**src/rtl/ln_range_reduce.sv**
```systemverilog
// Argument reduction for the Ln datapath: normalises x = m * 2^k with m in [1,2)
// by one-bit left shifts, and returns y = m - 1 with the signed exponent k.
module ln_range_reduce #(
    parameter int W    = 16,
    parameter int FRAC = 8,
    parameter int KW   = 6
) (
    input  logic                 clk,
    input  logic                 rst,
    input  logic                 start,
    input  logic [W-1:0]         x,
    output logic                 Ready,
    output logic                 done,
    output logic [W-2:0]         y,
    output logic signed [KW-1:0] k,
    output logic                 err
);

    typedef enum logic [2:0] {IDLE, START, LOAD, SHIFT, DONE} state_t;

    // Exponent when the leading one already sits in the MSB.
    localparam logic signed [KW-1:0] EXP_INIT = KW'(W - 1 - FRAC);

    state_t                 state;
    logic [W-1:0]           norm;
    logic signed [KW-1:0]   exponent;

    always_ff @(posedge clk or negedge rst) begin
        if (!rst) begin
            state    <= IDLE;
            norm     <= '0;
            exponent <= '0;
            y        <= '0;
            k        <= '0;
            err      <= 1'b0;
        end else begin
            case (state)
                IDLE:  if (start) state <= START;
                START: if (!start) state <= LOAD;
                LOAD: begin
                    norm     <= x;
                    exponent <= EXP_INIT;
                    err      <= 1'b0;
                    if (x == '0) begin
                        err   <= 1'b1;
                        y     <= '0;
                        k     <= '0;
                        state <= DONE;
                    end else begin
                        state <= SHIFT;
                    end
                end
                SHIFT: begin
                    // Results are captured on the transition so they are valid during DONE.
                    if (norm[W-1]) begin
                        y     <= norm[W-2:0];
                        k     <= exponent;
                        state <= DONE;
                    end else begin
                        norm     <= {norm[W-2:0], 1'b0};
                        exponent <= exponent - KW'(1);
                    end
                end
                DONE:    state <= IDLE;
                default: state <= IDLE;
            endcase
        end
    end

    assign Ready = (state == IDLE);
    assign done  = (state == DONE);

endmodule

```
**config.mk**
```make
export PLATFORM = sky130hd
export DESIGN_NAME = ln_range_reduce
export DESIGN_NICKNAME = d
export VERILOG_FILES = /design/src/rtl/ln_range_reduce.sv
export SDC_FILE = /design/constraint.sdc
export NUM_CORES = 1
export LEC_CHECK = 0
export ABC_AREA = 1
export BUFFER_PORTS_ARGS = -buffer_cell sky130_fd_sc_hd__buf_2
export CORE_AREA = 2 2 67 69
export CTS_BUF_LIST = sky130_fd_sc_hd__clkbuf_16
export DETAILED_ROUTE_END_ITERATION = 16
export DIE_AREA = 0 0 69 71
export HOLD_SLACK_MARGIN = 0.03
export PLACE_DENSITY_LB_ADDON = 0.12
export SKIP_LAST_GASP = 1
export SLEW_MARGIN = 20
export SYNTH_ARGS = -nofsm -noshare
export SYNTH_HDL_FRONTEND = slang
export SYNTH_SLANG_ARGS = --single-unit
```
**constraint.sdc**
```tcl
create_clock -name clk -period 1.7 [get_ports clk]
set_input_delay 0.17 -clock clk [delete_from_list [all_inputs] [get_ports clk]]
set_output_delay 0.17 -clock clk [all_outputs]
set_load 0.01 [all_outputs]
```
After elaboration in Yosys (flattened, before gate mapping)

Cells that the tools add are included.

Register bits after elaboration: 47
Bits in latches: 0
Bits in writable memories: 0
Memory bits (read-only): 0
Input port bits: 19
Output and inout bits: 24
Logic and storage cells: 39
Memories kept: 0

Add/subtract/negate cells: 1
Multiply operators: 0
Divide/modulo/power cells: 0
Magnitude comparators: 0
Equality and inequality tests: 9
Shift operators: 0
Mux-type cells: 16
Bitwise operators: 0
Reduce and logical (&&, ||, !) cells: 6

Operators by type and width:

| kind                  | count |
|---|---|
| $pmux W16 S2          | 1 |
| $mux W15              | 2 |
| $pmux W15 S2          | 1 |
| $pmux W6 S2           | 2 |
| $mux W6               | 3 |
| $logic_not A16 Y1     | 1 |
| $mux W16              | 1 |
| $mux W3               | 4 |
| $pmux W3 S4           | 1 |
| $ne A2 B2 Y1 const B  | 5 |
| $eq A3 B2 Y1 const B  | 2 |
| $reduce_and A3 Y1     | 2 |
| $sub A6 B2 Y6 const B | 1 |
| $eq A3 B1 Y1 const B  | 1 |
| $eq A3 B3 Y1 const B  | 1 |
| $logic_not A3 Y1      | 1 |
| $reduce_and A2 Y1     | 1 |
| $reduce_bool A2 Y1    | 1 |
| $mux W1               | 1 |

Longest topological paths before layout

Gate-level depths: netlist (run 1).

Depth after elaboration: 3
Gate-level depth with buffers: 9
Mapped depth without buffers: 8

Worst setup path after synthesis (run 1)

No wires, ideal clock.

Path type: flip-flop to flip-flop
Start: reg state[0]
End: reg state[2]
Library setup time: 0.116 ns
Arrival time: 1.157 ns
Required time: 1.584 ns
Path slack: 0.427 ns
Cell stages (with the launch flop): 8
Buffers on the path: 1
Clock period less this slack: 1.273 ns
Cell sequence: dfrtp_1 -> nor2_1 -> nand2_1 -> inv_2 -> nand2_2 -> nand2_4 -> buf_8 -> inv_1

Word-level cells in the longest chain between the ends: 3
Elaborated cells on any way between the ends: 9
Those cells by class: 6 x eq/ne; 1 x mux; 2 x reduce/logical

Ends and longest elaborated chain:

| what                                 | RTL line | text |
|---|---|---|
| from (decl)                          | 24       | `state_t state;` |
| from (signal assigned)               | 30       | `state <= IDLE;` |
| from (signal assigned)               | 38       | `IDLE: if (start) state <= START;` |
| from (signal assigned)               | 39       | `START: if (!start) state <= LOAD;` |
| $eq A3 B1 Y1 (tied with other cells) | 37       | `case (state)` |
| $ne A2 B2 Y1 (no line)               | -        |  |
| $reduce_and A3 Y1 (no line)          | -        |  |

Parallel ways exist; a longest one is shown, timed or not.
A chain may end at the register's enable or synchronous reset.

Final worst setup path (run 1)

Start: reg state[0]
End: reg y[14]

Word-level cells in the longest chain between the ends: 3
Elaborated cells on any way between the ends: 7
Those cells by class: 4 x eq/ne; 1 x mux; 2 x reduce/logical

Ends and longest elaborated chain:

| what                                                                | RTL line | text |
|---|---|---|
| $eq A3 B2 Y1                                                        | 37       |  |
| $ne A2 B2 Y1 (no line) / $reduce_bool A2 Y1 (equally long branches) | -        |  |
| $reduce_and A3 Y1 (no line)                                         | -        |  |
| to (signal assigned)                                                | 56       | `y <= norm[W-2:0];` |
| to (decl)                                                           | 14       | `output logic [W-2:0] y,` |

Parallel ways exist; a longest one is shown, timed or not.

==> results.yml, run 1 <==
clock_network:
  cts_resized: 0
  numCtsBuffers: 5
  clockRootBuffer: "clkbuf_16"
  cts.sinks: 47
  insertion_delay_ns: 0.28
  clk_pin_slew_worst_paths_ns: 0.06
  hold_buffers: 1
  tritoncts: "done"
  htreeDepth: 2
  clk_path_buf_depth: 2
  post_cts_buffers: 0
route:
  first_pass_iters: 4
  routedWlPerCell_um: 13.0
  finalWirelength_mm: 4.59
  ant_nets: 0
  drt_iter0_drc: 134
  via_per_inst: 5.14
  vias: 1811
  detail_route.drc_violations: 0
worst_setup_path:
  crit_type: "register to register"
  slowest_delay_ns: 0.44
  path_common_cell: "nand2_1"
  cp-end-kind: "register"
  critical_path.cell_chain: "nor2_1 -> nand2_1 -> inv_2 -> nand2_2 -> nand2_4 -> nand2_1 -> nand2_1"
  cp-start-kind: "register"
  crit_required_ns: 1.92
  crit_slowest_cell: "dfrtp_1"
  cp.arrival_ns: 1.76
  path_max_fanout: 22
timing:
  min_period_ns: 1.54
  clock_skew_ns: 0.00491
  tns_ns: 0
  setup_viol: 0
  period_share_pct: 90.4
  rsz0062_at_grt: "no"
  max-slew-margin-rel_pct: 71.4
  tightest_slew_ns: 0.428
  hold_ws_ns: 0.136
  final-hold-violation-count: 0
  drv_slew: 0
  clock.fmax_mhz: 651
placement:
  place_hpwl_mm: 3.39
  placed_area_um2: 2440
  io_buffers: 42
  place_congestion: 0.931
  dp_cells: 343
die:
  dieArea_um2: 4900
  fp.coreArea_um2: 4200
  start_util_pct: 52.4
  die_y_um: 71
  rows: 24
  fp.dieW_um: 69
  io_pins: 43
global_route:
  antenna_found_initial: 0
  grt_first_pass_wirelength_mm: 8.19
  grt_usage_pct: 21.0
  grt_max_degree: 29
  gr-total-overflow: 0
  grt_pass1_vias: 1749
flow_run:
  cap_violations: 0
synthesis:
  synth_area_um2: 2200
  synth.distinct_cells: 27
  synthCells: 255
  synth-seq-cells: 47
  synth_area_per_cell_um2: 8.65
  synth.net_count: 275
  yosysWarnings: 0
  seq_area_frac_synth_pct: 53.3
layout:
  fin_area_um2: 2590
  stdcell_count: 352
  fin_nets: 319
  diodes: 0
  fillers: 381
  area_delta_synth_final_pct: 17.4
  drive_above_1_share_pct: 24.3
power:
  powerDensity_nw_per_um2: 1780
  vdd_drop_max_uv: 827
  p_leak_nw: 1.38
outcome:
  status: "completed"
min_path:
  hp-class: "input pin to register"
## path summary, 6_finish.rpt
| path | startpoint | end | slack (ns) | cells after the start |
|---|---|---|---|---|
| min in group asynchronous | rst | err | 0.35 | 2 |
| worst min-delay path | x[0] | norm[0] | 0.14 | 3 |
| worst max-delay path | state[0] | y[14] | 0.16 | 7 |
| worst min register to register | y[9] | y[9] | 0.46 | 2 |
| worst max register to register | state[0] | y[14] | 0.16 | 7 |
| max in group asynchronous | rst | y[9] | 0.80 | 3 |
## final cells by class
| cell class | count | area [µm²] | area share (%) |
|---|---|---|---|
| repair buffers | 47 | 250 | 9.67 |
| multi-input cells | 177 | 872 | 33.7 |
| inverters | 21 | 83.8 | 3.24 |
| clock buffers | 5 | 125 | 4.84 |
| clock inverters | 3 | 15.0 | 0.580 |
| flip-flops and latches | 47 | 1180 | 45.5 |
| well taps | 52 | 65.1 | 2.51 |
## power breakdown
group          total (mW)  internal (mW)  leakage, nW  switching [mW]
Sequential           1.90           1.58        0.603           0.323
Combinational        1.78          0.631        0.703            1.15
Clock               0.926          0.536       0.0733           0.390
Total                4.60           2.74         1.38            1.86
## cell usage in the layout (no fill, tap or decap)
master,count
nand2_4,3
clkbuf_16,5
clkinv_2,3
a31oi_1,1
o211ai_1,13
nand2_1,70
o21ai_1,1
nor2_4,1
dfrtp_1,47
nand3b_1,2
o21a_1,1
a21boi_1,1
nand2_2,11
nand4_1,4
o21ai_0,6
o22ai_1,1
ha_1,1
nand3_1,39
nor2_2,1
dlygate4sd3_1,1
buf_4,4
inv_2,2
nor2_1,19
clkinv_4,1
inv_1,18
nor3_1,1
buf_2,42
a21oi_1,1
## worst max-delay path, delay by kind of cell (launching register included)
family                 cells  cell delay, ns
and+or+nand+nor            6            0.89
DFF                        1            0.44
buffers and inverters      1            0.15
## metal layers
layer  track usage (%)  vias up  routed length, µm
met5                 0        -                  0
met2              30.6       62               1910
met4              7.19        0                 53
met1              30.8      820               2340
li1                  -      923                  -
met3              5.13        6                286
## flip-flops by register name, summed over array words and instances, names as in the netlist
register / cells
err: 1
exponent: 6
k: 6
norm: 16
state: 3
y: 15
## cell usage after synthesis (all sizes together)
cell type	count	area [µm²]
a21boi	1	7.51
a21oi	1	5.00
a31oi	1	6.26
buf	5	53.8
clkbuf	5	18.8
clkinv	1	8.76
dfrtp	47	1180
ha	1	12.5
inv	20	75.1
nand2	84	365
nand3	39	195
nand3b	2	15.0
nand4	4	25.0
nor2	21	88.8
nor3	1	5.00
o211ai	13	97.6
o21a	1	7.51
o21ai	7	35.0
o22ai	1	6.26
## stage by stage
step	power (mW)	setup slack, ns	utilization [%]
after floorplan	3.22	0.427	-
after global placement	3.67	0.168	58.0
after detailed placement	3.70	0.171	58.0
after CTS	4.63	0.164	61.5
after global routing	4.99	0.0121	61.5
final	4.60	0.163	61.5
## cell families after synthesis
family / count (synthesis) / share of synthesized area [%]
adders and majority gates: 1 / 0.567
AOI/OAI and AO/OA: 25 / 7.49
DFF: 47 / 53.3
buffers and inverters: 31 / 7.09
and+or+nand+nor: 151 / 31.5
Power figures use the tool's default switching activity.
==> inputs of run 2 (changes only) <==
CORE_AREA = 3 3 68 70   (was 2 2 67 69)
DIE_AREA = 0 0 71 73   (was 0 0 69 71)
==> run 2 against run 1 <==
Net effect: hold slack improved by 0.014 ns; critical path depth unchanged; clock-buffer cell count unchanged; sequential share of layout area decreased by 1.1 points.
==> results.yml, run 2 (synthesis gave the netlist of run 1 again) <==
worst_setup_path:
  cp-end-kind: "register"
  cp.arrival_ns: 1.77
  cp-start-kind: "register"
  crit_type: "register to register"
  crit_required_ns: 1.92
  path_max_fanout: 22
global_route:
  gr-total-overflow: 0
  grt_first_pass_wirelength_mm: 8.17
  grt_max_degree: 48
  antenna_found_initial: 0
  grt_usage_pct: 20.1
  grt_pass1_vias: 1691
die:
  fp.dieW_um: 71
  fp.coreArea_um2: 4030
  io_pins: 43
  start_util_pct: 54.7
  rows: 23
  dieArea_um2: 5180
  die_y_um: 73
timing:
  drv_slew: 0
  rsz0062_at_grt: "no"
  min_period_ns: 1.55
  final-hold-violation-count: 0
  period_share_pct: 91.0
  clock.fmax_mhz: 647
  tns_ns: 0
  clock_skew_ns: 0.00312
  max-slew-margin-rel_pct: 61.8
  tightest_slew_ns: 0.574
  setup_viol: 0
route:
  drt_iter0_drc: 116
  ant_nets: 0
  routedWlPerCell_um: 13.5
  first_pass_iters: 5
  vias: 1835
  via_per_inst: 5.23
  detail_route.drc_violations: 0
  finalWirelength_mm: 4.73
clock_network:
  clk_path_buf_depth: 2
  insertion_delay_ns: 0.28
  tritoncts: "done"
  htreeDepth: 2
  clk_pin_slew_worst_paths_ns: 0.06
  cts.sinks: 47
  clockRootBuffer: "clkbuf_16"
  numCtsBuffers: 5
layout:
  most-common-layout-cells: "nand2_1, dfrtp_1, buf_2, nand3_1"
  reg_top3: "norm x16, y x15"
  regArea_um2: 1180
  largest_reg_flops: 16
  diodes: 0
  fillers: 349
  fin_area_um2: 2650
  fin_nets: 320
  multi_input_area_um2: 881
  layout_commonest_cell: "nand2_1"
  drive_above_1_share_pct: 24.3
  top_register: "norm"
  area_delta_synth_final_pct: 20.2
placement:
  io_buffers: 42
  place_hpwl_mm: 3.38
  placed_area_um2: 2440
  place_congestion: 0.875
power:
  powerDensity_nw_per_um2: 1880
  p_leak_nw: 1.41
  vdd_drop_max_uv: 1030
flow_run:
  cap_violations: 0
outcome:
  status: "completed"
min_path:
  hp-class: "input pin to register"
[run 2: area by class of cell]
| type | count | area share [%] |
|---|---|---|
| sequential | 47 | 44.4 |
| clock inverter | 3 | 2.41 |
| inverter | 21 | 3.16 |
| tap | 50 | 2.36 |
| clock buffer | 5 | 4.72 |
| timing repair buffer | 48 | 9.73 |
| multi-input combinational | 177 | 33.2 |
[run 2: critical path, stage by stage (launching register included)]
cell and delay, ns:
dfrtp_1 0.44, nor2_1 0.22, nand2_1 0.16, inv_2 0.16, nand2_2 0.15, nand2_8 0.19, nand2_1 0.08, nand2_1 0.06
[run 2: metal layers]
metal | track usage, % | vias up | share of wire, %
met5 | 0 | - | 0
met1 | 30.9 | 848 | 51
met3 | 4.68 | 7 | 6.3
met4 | 6.47 | 0 | 1.2
met2 | 27.9 | 53 | 42
li1 | - | 927 | -
[run 2: what timing repair did]
action | in CTS | in global routing
resized for setup | 0 | 1
hold buffers | 1 | 0
setup buffers | 0 | 0
setup endpoints to repair | 0 | 14
hold endpoints to repair | 47 | 0
[run 2: worst paths after layout]
path	to	cells past startpoint	slack (ns)	from
min in group asynchronous	k[0]	3	0.50	rst
min reg2reg	k[5]	2	0.47	k[5]
max reg2reg	y[10]	7	0.15	state[0]
min	norm[0]	3	0.15	x[0]
max in group asynchronous	norm[9]	3	0.81	rst
max	y[10]	7	0.15	state[0]
[run 2: stage by stage]
stage	hold slack, ns	worst slack, ns	instances	utilization, %	total power [mW]
floorplan	-0.126	0.427	255	-	3.22
global placement	0.289	0.151	342	60.6	3.70
detailed placement	0.292	0.102	342	60.6	3.74
CTS	0.146	0.0837	351	65.6	5.00
global route	0.168	0.0378	351	65.8	5.38
finish	0.150	0.154	351	65.8	4.98
[run 2: power breakdown]
part	internal (mW)	switching (mW)
Sequential	1.58	0.324
Combinational	0.667	1.18
Clock	0.836	0.395
==> inputs of run 3 (changes only) <==
CORE_AREA = 2 2 67 69   (was 3 3 68 70)
DIE_AREA = 0 0 69 71   (was 0 0 71 73)
SETUP_SLACK_MARGIN = 0.5   (was unset)
clock period = 1.6 ns   (was 1.7 ns; I/O delays follow)
==> run 3 against run 2 <==
Net effect: first-iteration DRC count up 25%; setup slack better by 0.086 ns; sequential share of layout area down 4.2 points; die area down 5.5%; sequential power up 9%; combinational power up 44%; global-route usage up 3.8 points; hold slack worse by 0.024 ns; final area up 11%; clock power down 18%; utilization up 4.0 points; wire length up 14%; critical path type is now register to output port; critical endpoint is now done; highest routed layer unchanged.
==> results.yml, run 3 (synthesis gave the netlist of run 1 again) <==
outcome:
  status: "completed"
power:
  powerDensity_nw_per_um2: 1960
  vdd_drop_max_uv: 1430
  p_leak_nw: 1.50
die:
  die_y_um: 71
  io_pins: 43
  fp.coreArea_um2: 4200
  start_util_pct: 52.4
  fp.dieW_um: 69
  dieArea_um2: 4900
  rows: 24
min_path:
  hp-class: "input pin to register"
  min_delay_path_depth: 3
  hold_start: "x[0]"
  min_to: "norm[0]"
clock_network:
  tritoncts: "done"
  clk_path_buf_depth: 2
  clockRootBuffer: "clkbuf_16"
  clk_pin_slew_worst_paths_ns: 0.06
  insertion_delay_ns: 0.29
  htreeDepth: 2
  cts.sinks: 47
  numCtsBuffers: 5
worst_setup_path:
  crit_required_ns: 1.44
  r2r_slack_ns: 0.24
  cp.arrival_ns: 1.20
  crit_slowest_cell: "dfrtp_2"
  cp-end-kind: "output port"
  slowest_delay_ns: 0.45
  crit_type: "register to output port"
  cp_top_family: "flip-flops"
  reg2reg_depth: 7
  critical_path.cell_chain: "buf_6 -> nor3_4 -> buf_2"
  path_max_fanout: 4
  reg2reg_from: "state[2]"
  path_buf_inv: 2
  r2r_end: "y[0]"
  cp-start-kind: "register"
route:
  first_pass_iters: 4
  finalWirelength_mm: 5.37
  detail_route.drc_violations: 0
  routedWlPerCell_um: 14.5
  via_per_inst: 5.25
  vias: 1949
  ant_nets: 0
  drt_iter0_drc: 145
layout:
  diodes: 0
  layout_commonest_cell: "nand2_1"
  reg_top3: "norm x16, y x15"
  drive_above_1_share_pct: 36.1
  fin_area_um2: 2930
  most-common-layout-cells: "nand2_1, dfrtp_1, buf_2, nand3_1, nand2_2"
  largest_reg_flops: 16
  fillers: 341
  area_delta_synth_final_pct: 33.1
  top_register: "norm"
  regArea_um2: 1180
  fin_nets: 338
  multi_input_area_um2: 1050
timing:
  drv_slew: 0
  rsz0062_at_grt: "yes"
  period_share_pct: 85.0
  max-slew-margin-rel_pct: 64.9
  tns_ns: 0
  tightest_slew_ns: 0.526
  setup_viol: 0
  clock.fmax_mhz: 735
  clock_skew_ns: 0.00782
  final-hold-violation-count: 0
  min_period_ns: 1.36
placement:
  placed_area_um2: 2490
  place_congestion: 0.812
  io_buffers: 42
  place_hpwl_mm: 3.44
global_route:
  grt_first_pass_wirelength_mm: 9.00
  grt_usage_pct: 23.9
  gr-total-overflow: 0
  grt_pass1_vias: 1836
  antenna_found_initial: 0
  grt_max_degree: 28
flow_run:
  cap_violations: 0
[run 3: changes by cell type in the layout (fill, tap and decap cells not counted), moves of 4 or more]
cell,change
nand2_8,+4
nand2_2,+11
buf_4,+8
o21ai_0,-4
nand2_1,-14
o21ai_1,+4
inv_1,-4
[run 3: layout make-up]
class | instances | share of cell area [%]
clock buffers | 5 | 4.26
well taps | 52 | 2.22
multi-input cells | 181 | 35.7
inverters | 21 | 2.94
flip-flops and latches | 47 | 40.2
clock inverters | 3 | 0.682
repair buffers | 62 | 14.0
[run 3: power breakdown]
part | switching (mW) | leakage, nW | internal, mW
combinational | 1.58 | 0.836 | 1.09
sequential | 0.391 | 0.601 | 1.68
clock | 0.435 | 0.0674 | 0.576
total | 2.40 | 1.50 | 3.35
[run 3: how the worst max path moves through the flow]
stage | from | to | slack [ns] | depth (start not counted)
5_1_grt | state[0] | state[0] | 0.19 | 8
4_1_cts | state[0] | y[4] | 0.28 | 9
2_1_floorplan | state[0] | state[2] | 0.33 | 8
6_report | state[0] | done | 0.24 | 3
3_5_place_dp | state[2] | y[14] | 0.10 | 7
3_3_place_gp | state[2] | y[5] | 0.12 | 7
[run 3: per-stage QoR]
| step | hold slack [ns] | total power [mW] | worst slack, ns | utilization [%] | std cells |
|---|---|---|---|---|---|
| 2_1_floorplan | -0.136 | 3.48 | 0.330 | - | 255 |
| 3_3_place_gp | 0.169 | 4.00 | 0.122 | 59.2 | 346 |
| 3_5_place_dp | 0.164 | 4.05 | 0.100 | 59.2 | 346 |
| 4_1_cts | 0.114 | 5.57 | 0.280 | 67.6 | 367 |
| 5_1_grt | 0.131 | 6.16 | 0.189 | 69.8 | 371 |
| 6_report | 0.126 | 5.75 | 0.240 | 69.8 | 371 |
[run 3: repair_timing]
action	in CTS	in global routing
resized for setup	18	19
setup endpoints to repair	49	49
pin swaps	9	7
endpoints found under the hold margin	20	0
buffers inserted	9	3
hold buffers	1	0
cloned	3	1
[run 3: metal layers]
metal | global-route usage [%] | vias up | share of wire, %
met5 | 0 | - | 0
li1 | - | 976 | -
met1 | 34.3 | 899 | 46
met3 | 5.70 | 6 | 6.0
met4 | 9.37 | 0 | 1.3
met2 | 35.4 | 68 | 47
[run 3: worst min-delay path: cells and delay by family]
kind | cells | cell delay [ns]
AO/OA/AOI/OAI | 1 | 0.06
AND/OR/NAND/NOR | 1 | 0.05
buffers and inverters | 1 | 0.10
